### src/rtl/xor_cipher_pkg.sv
// Shared definitions for the XOR cipher host: controller states and default sizing.
package xor_cipher_pkg;

  typedef enum logic [2:0] {
    IDLE,
    KEY,
    MSG,
    WAIT,
    READ
  } hostState_e;

  localparam int DefaultWidth   = 8;
  localparam int DefaultTimeout = 255;

endpackage

### src/rtl/xor_cipher_host_slow_clk_sync.sv
// Brings the cipher's slow clock into the system domain and turns its edges
// into single-cycle rise/fall pulses.
module slow_clk_sync (
  input  logic iClk,
  input  logic iRst,
  input  logic iSlowClk,
  output logic oRise,
  output logic oFall
);

  // Bits [1:0] form the synchronizer; bit [2] remembers the previous synchronized level.
  logic [2:0] syncReg;

  always_ff @(posedge iClk or negedge iRst) begin
    if (!iRst) begin
      syncReg <= '0;
    end else begin
      syncReg <= {syncReg[1:0], iSlowClk};
    end
  end

  assign oRise = syncReg[1] & ~syncReg[2];
  assign oFall = ~syncReg[1] & syncReg[2];

endmodule

### src/rtl/xor_cipher_host.sv
// Host controller: serially loads key and message into the cipher, then reads
// back the serial result and presents it as a parallel word.
module xor_cipher_host
  import xor_cipher_pkg::*;
#(
  parameter int WIDTH   = DefaultWidth,
  parameter int TIMEOUT = DefaultTimeout
) (
  input  logic             iClk,
  input  logic             iRst,
  input  logic             iStart,
  input  logic [WIDTH-1:0] iKey,
  input  logic [WIDTH-1:0] iMsg,
  output logic             oBusy,
  output logic             oValid,
  output logic [WIDTH-1:0] oResult,
  output logic             oError,
  input  logic             iCipher_clk_slow,
  input  logic             iCipher_data,
  input  logic             iCipher_done,
  output logic             oCipher_en,
  output logic             oCipher_data,
  output logic             oCipher_load_key,
  output logic             oCipher_load_msg
);

  localparam int CntW = $clog2(WIDTH + 1);
  localparam int ToW  = $clog2(TIMEOUT + 1);

  hostState_e       state, stateNext;
  logic [WIDTH-1:0] keyReg, keyNext;
  logic [WIDTH-1:0] msgReg, msgNext;
  logic [WIDTH-1:0] shiftReg, shiftNext;
  logic [WIDTH-1:0] resultReg, resultNext;
  logic [CntW-1:0]  bitCnt, bitCntNext;
  logic [ToW-1:0]   toCnt, toCntNext;
  logic             busy, busyNext;
  logic             valid, validNext;
  logic             error, errorNext;
  logic             en, enNext;
  logic             data, dataNext;
  logic             loadKey, loadKeyNext;
  logic             loadMsg, loadMsgNext;

  logic             slowRise, slowFall;
  logic [1:0]       dataSync, doneSync;
  logic [WIDTH-1:0] shiftIn;

  slow_clk_sync slowSync (
    .iClk    (iClk),
    .iRst    (iRst),
    .iSlowClk(iCipher_clk_slow),
    .oRise   (slowRise),
    .oFall   (slowFall)
  );

  always_ff @(posedge iClk or negedge iRst) begin
    if (!iRst) begin
      dataSync <= '0;
      doneSync <= '0;
    end else begin
      dataSync <= {dataSync[0], iCipher_data};
      doneSync <= {doneSync[0], iCipher_done};
    end
  end

  assign shiftIn = {shiftReg[WIDTH-2:0], dataSync[1]};

  always_ff @(posedge iClk or negedge iRst) begin
    if (!iRst) begin
      state     <= IDLE;
      keyReg    <= '0;
      msgReg    <= '0;
      shiftReg  <= '0;
      resultReg <= '0;
      bitCnt    <= '0;
      toCnt     <= '0;
      busy      <= 1'b0;
      valid     <= 1'b0;
      error     <= 1'b0;
      en        <= 1'b0;
      data      <= 1'b0;
      loadKey   <= 1'b0;
      loadMsg   <= 1'b0;
    end else begin
      state     <= stateNext;
      keyReg    <= keyNext;
      msgReg    <= msgNext;
      shiftReg  <= shiftNext;
      resultReg <= resultNext;
      bitCnt    <= bitCntNext;
      toCnt     <= toCntNext;
      busy      <= busyNext;
      valid     <= validNext;
      error     <= errorNext;
      en        <= enNext;
      data      <= dataNext;
      loadKey   <= loadKeyNext;
      loadMsg   <= loadMsgNext;
    end
  end

  // Key and message are consumed MSB first by shifting their latched copies left.
  always_comb begin
    stateNext   = state;
    keyNext     = keyReg;
    msgNext     = msgReg;
    shiftNext   = shiftReg;
    resultNext  = resultReg;
    bitCntNext  = bitCnt;
    toCntNext   = toCnt;
    busyNext    = busy;
    validNext   = 1'b0;
    errorNext   = 1'b0;
    enNext      = en;
    dataNext    = data;
    loadKeyNext = loadKey;
    loadMsgNext = loadMsg;

    case (state)
      IDLE: begin
        enNext      = 1'b0;
        dataNext    = 1'b0;
        loadKeyNext = 1'b0;
        loadMsgNext = 1'b0;
        busyNext    = 1'b0;
        if (iStart) begin
          keyNext    = iKey;
          msgNext    = iMsg;
          bitCntNext = '0;
          busyNext   = 1'b1;
          stateNext  = KEY;
        end
      end

      KEY: begin
        if (slowFall) begin
          enNext = 1'b1;
          if (bitCnt == CntW'(WIDTH)) begin
            dataNext    = msgReg[WIDTH-1];
            msgNext     = {msgReg[WIDTH-2:0], 1'b0};
            loadKeyNext = 1'b0;
            loadMsgNext = 1'b1;
            bitCntNext  = CntW'(1);
            stateNext   = MSG;
          end else begin
            dataNext    = keyReg[WIDTH-1];
            keyNext     = {keyReg[WIDTH-2:0], 1'b0};
            loadKeyNext = 1'b1;
            bitCntNext  = bitCnt + CntW'(1);
          end
        end
      end

      MSG: begin
        if (slowFall) begin
          if (bitCnt == CntW'(WIDTH)) begin
            dataNext    = 1'b0;
            loadMsgNext = 1'b0;
            toCntNext   = '0;
            stateNext   = WAIT;
          end else begin
            dataNext   = msgReg[WIDTH-1];
            msgNext    = {msgReg[WIDTH-2:0], 1'b0};
            bitCntNext = bitCnt + CntW'(1);
          end
        end
      end

      // The rise that sees done also carries the first result bit.
      WAIT: begin
        if (slowRise) begin
          if (doneSync[1]) begin
            shiftNext  = shiftIn;
            bitCntNext = CntW'(1);
            stateNext  = READ;
          end else if (toCnt == ToW'(TIMEOUT - 1)) begin
            errorNext = 1'b1;
            busyNext  = 1'b0;
            enNext    = 1'b0;
            stateNext = IDLE;
          end else begin
            toCntNext = toCnt + ToW'(1);
          end
        end
      end

      READ: begin
        if (slowRise) begin
          if (!doneSync[1]) begin
            errorNext = 1'b1;
            busyNext  = 1'b0;
            enNext    = 1'b0;
            stateNext = IDLE;
          end else if (bitCnt == CntW'(WIDTH - 1)) begin
            shiftNext  = shiftIn;
            resultNext = shiftIn;
            validNext  = 1'b1;
            busyNext   = 1'b0;
            enNext     = 1'b0;
            stateNext  = IDLE;
          end else begin
            shiftNext  = shiftIn;
            bitCntNext = bitCnt + CntW'(1);
          end
        end
      end

      default: stateNext = IDLE;
    endcase
  end

  assign oBusy            = busy;
  assign oValid           = valid;
  assign oError           = error;
  assign oResult          = resultReg;
  assign oCipher_en       = en;
  assign oCipher_data     = data;
  assign oCipher_load_key = loadKey;
  assign oCipher_load_msg = loadMsg;

endmodule

### config.mk
export PLATFORM = sky130hd
export DESIGN_NAME = xor_cipher_host
export DESIGN_NICKNAME = d
export VERILOG_FILES = /design/src/rtl/xor_cipher_pkg.sv /design/src/rtl/xor_cipher_host_slow_clk_sync.sv /design/src/rtl/xor_cipher_host.sv
export SDC_FILE = /design/constraint.sdc
export NUM_CORES = 1
export LEC_CHECK = 0
export BUFFER_PORTS_ARGS = -buffer_cell sky130_fd_sc_hd__buf_2
export CORE_MARGIN = 2
export CORE_UTILIZATION = 30
export DETAILED_ROUTE_END_ITERATION = 8
export GPL_ROUTABILITY_DRIVEN = 0
export PLACE_DENSITY = 0.49
export SLEW_MARGIN = 20
export SYNTH_ARGS = -nofsm -noshare
export SYNTH_HDL_FRONTEND = slang
export SYNTH_HIERARCHICAL = 1
export SYNTH_SLANG_ARGS = --single-unit
### constraint.sdc
create_clock -name iClk -period 5.5 [get_ports iClk]
set_input_delay 0.55 -clock iClk [delete_from_list [all_inputs] [get_ports iClk]]
set_output_delay 0.55 -clock iClk [all_outputs]
set_load 0.02 [all_outputs]
==> flow_summary_export.csv <==
group,metric,value,unit
timing,hold_violations,0,
place,dpl_cell_area,0.00316,mm²
synthesis,syn-cell-area,0.00287,mm²
synthesis,ys_seq_area_share,52.3,%
worst_setup_path,cp_data_arrival_time,2.47,ns
synthesis,synth_top_family_by_area,"simple AND/OR/NAND/NOR gates",
pwr,power.density,386,mW/mm²
timing,finalSetupViolations,0,
worst_setup_path,end_kind,"flip-flop",
timing,max_freq,446,MHz
synthesis,synth_edf_count,0,
floorplan,start_util,30.9,%
worst_hold_path,hp-class,"input pin to flip-flop",
global_routing,antenna_found_initial,0,
synthesis,yosys_warnings,6,
synthesis,synth_compound_area_share,13.1,%
synthesis,synthMostInstantiatedCell,"dfrtp_1",
synthesis,synth_top_area_share,52.3,%
routing,drt_pass1_iterations,4,
routing,drc,0,
synthesis,syn-num-nets,292,
pwr,p_leak,1.58,nW
synthesis,synth_cell_type_count,53,
synthesis,synthTopCellsByCount,"60 x dfrtp_1, 32 x o21ai_0, 29 x nand2_1, 16 x mux2_2, 15 x mux2i_1",
cts,cts_setup_buffers,0,
synthesis,synthArstFlopShare,100,%
cts,clock-sinks,60,
timing,fin_setup_tns,0,ns
synthesis,yosys-mux-area-fraction,11.5,%
worst_setup_path,required,5.73,ns
floorplan,fp.dieH,102,µm
routing,post_drt_wl_per_cell,12.8,µm
global_routing,use_met1,17.4,%
synthesis,ys.flop_type,"dfrtp_1",
global_routing,grt_use_total,12.3,%
worst_setup_path,worstPathMaxFanout,20,
worst_setup_path,start_kind,"flip-flop",
global_routing,grt_max_degree,61,
floorplan,rows,35,
timing,min_period,2.24,ns
pwr,irDropWorstVdd,196,µV
global_routing,grt_pass1_vias,1982,
cts,cts_tree,"built",
worst_hold_path,hold_end,"dataSync[0]",
cts,clk_latency,0.34,ns
routing,routed_wl,5600,µm
routing,drt_iter0_markers,45,
layout,finish.net_count,330,
synthesis,yosys.area_share.simple,16.8,%
cts,htree_levels,3,
worst_setup_path,timing.rr.end,"bitCnt[2]",
global_routing,met3_usage,3.21,%
timing,finalMaxSlewViolations,0,
cts,cts-resized-gates,0,
cts,cts_hold_buf,0,
floorplan,ios,37,
cts,clock_path_buffers,2,
layout,syn_to_final_growth,16.3,%
global_routing,grt_pass1_wl,9930,µm
flow_run,cap_violations,0,
synthesis,ys_ff_latch,60,
cts,cts_buffers,9,
worst_setup_path,reg2reg_depth,5,
outcome,status,"finished clean",
global_routing,met2_usage,17.5,%
routing,vias_per_cell,4.74,
timing,rsz0062_at_grt,"no",
cts,clk_pin_slew,0.07,ns
worst_setup_path,criticalPathCategory,"flip-flop to flip-flop",
synthesis,synth.avg_cell_area,10.8,µm²
global_routing,top_usage_layer,"met2",
timing,worst_pin_slew,0.752,ns
place,io_buffers,36,
routing,num_vias,2078,
worst_hold_path,holdPathStages,1,
timing,fin_crit_sh,40.8,%
place,post-dp-hpwl,3870,µm
layout,final_cell_area,0.00334,mm²
floorplan,fp.dieW,102,µm
worst_setup_path,ff2ff_setup_slack,3.26,ns
synthesis,yosysTopAreaCell,"dfrtp_1",
synthesis,synthCells,266,
floorplan,die_area,0.0104,mm²
worst_hold_path,hp-start,"iCipher_data",
worst_setup_path,r2r-start,"state[1]",
timing,slew_headroom,49.4,%
floorplan,core,0.00928,mm²
layout,antenna_cells,0,
global_routing,overflow,0,
cts,cts_root_buffer,"clkbuf_8",
routing,postRouteAntennaNets,0,
synthesis,synthAdderAreaFrac,2.44,%
synthesis,synthTopCellsByArea,"dfrtp_1 52%, mux2_2 6.3%, o21ai_0 5.6%",
synthesis,synth_xor_area_share,0.610,%
layout,layout-drive-gt1-share,25.6,%
timing,skew,0.00978,ns
[metal layers]
layer	up-vias	share of wire, %
li1	1029	-
met2	39	44
met4	0	2.0
met3	8	3.6
met5	-	0
met1	1002	50
[cells by family after synthesis]
| logic type | after synthesis |
|---|---|
| and+or+nand+nor | 89 |
| AOI/OAI and AO/OA | 60 |
| DFF | 60 |
| muxes | 31 |
| buffers and inverters | 18 |
| adders and majority gates | 6 |
| xor gates and xnor gates | 2 |
[worst max-delay path by stage]
| stage | slack [ns] | start | endpoint | cells past startpoint |
|---|---|---|---|---|
| after floorplan | 3.62 | bitCnt[0] | bitCnt[3] | 8 |
| after global placement | 3.29 | state[0] | state[0] | 5 |
| after detailed placement | 3.29 | state[1] | bitCnt[2] | 5 |
| after CTS | 3.27 | state[0] | state[0] | 5 |
| after global routing | 3.06 | state[1] | bitCnt[2] | 5 |
| final | 3.26 | state[1] | bitCnt[2] | 5 |
[where the power goes]
group	leakage, nW	internal [W]	switching, W
Sequential	0.793	0.000523	0.0000693
Clock	0.0860	0.000165	0.000187
Combinational	0.697	0.000155	0.000190
Total	1.58	0.000844	0.000446
[placed cells by master, fill, tap and decap left out, types with 3 or more instances in the layout]
cell,n
mux2_2,16
and2_1,3
nand2_1,29
dfrtp_1,60
inv_1,6
o21ai_0,32
buf_4,3
nor2b_1,5
clkbuf_8,9
ha_1,4
nand2b_1,8
o31ai_1,4
nor2_1,11
nand3_1,8
nor3_1,5
a21oi_1,4
buf_2,36
mux2i_1,15
[cell type report]
| class | count | area, µm² |
|---|---|---|
| multi-input cells | 188 | 1280 |
| clock inverters | 7 | 51.3 |
| well taps | 129 | 161 |
| flip-flops and latches | 60 | 1500 |
| inverters | 6 | 22.5 |
| repair buffers | 39 | 203 |
| fillers | 980 | 5940 |
| clock buffers | 9 | 124 |
[registers in the layout, summed over array words and instances, names as in the netlist]
name and cells:
toCnt 8, doneSync 2, dataSync 2, bitCnt 4, slowSync/syncReg 3, shiftReg 7
oCipher_data 1, keyReg 8, msgReg 8, oResult 8, oCipher_en 1, oValid 1
oError 1, oBusy 1, state 3, oCipher_load_msg 1, oCipher_load_key 1
[worst max-delay path: stages, from the launching register on]
cell and delay (ns):
dfrtp_1 0.71, nor2_1 0.21, a31o_2 0.27, o31ai_1 0.65, o21ai_0 0.20, o41ai_1 0.10
[stage by stage]
step | worst slack (ns) | cells | total power (W) | utilization (%) | hold slack, ns
final | 3.26 | 438 | 0.00129 | 36.0 | 0.314
after global routing | 3.06 | 438 | 0.00140 | 36.0 | 0.293
after CTS | 3.27 | 438 | 0.00131 | 36.0 | 0.291
after detailed placement | 3.29 | 422 | 0.000951 | 34.1 | 0.335
after global placement | 3.29 | 422 | 0.000944 | 34.1 | 0.332
after floorplan | 3.62 | 266 | 0.000861 | - | 0.254
(Power assumes the default switching activity.)
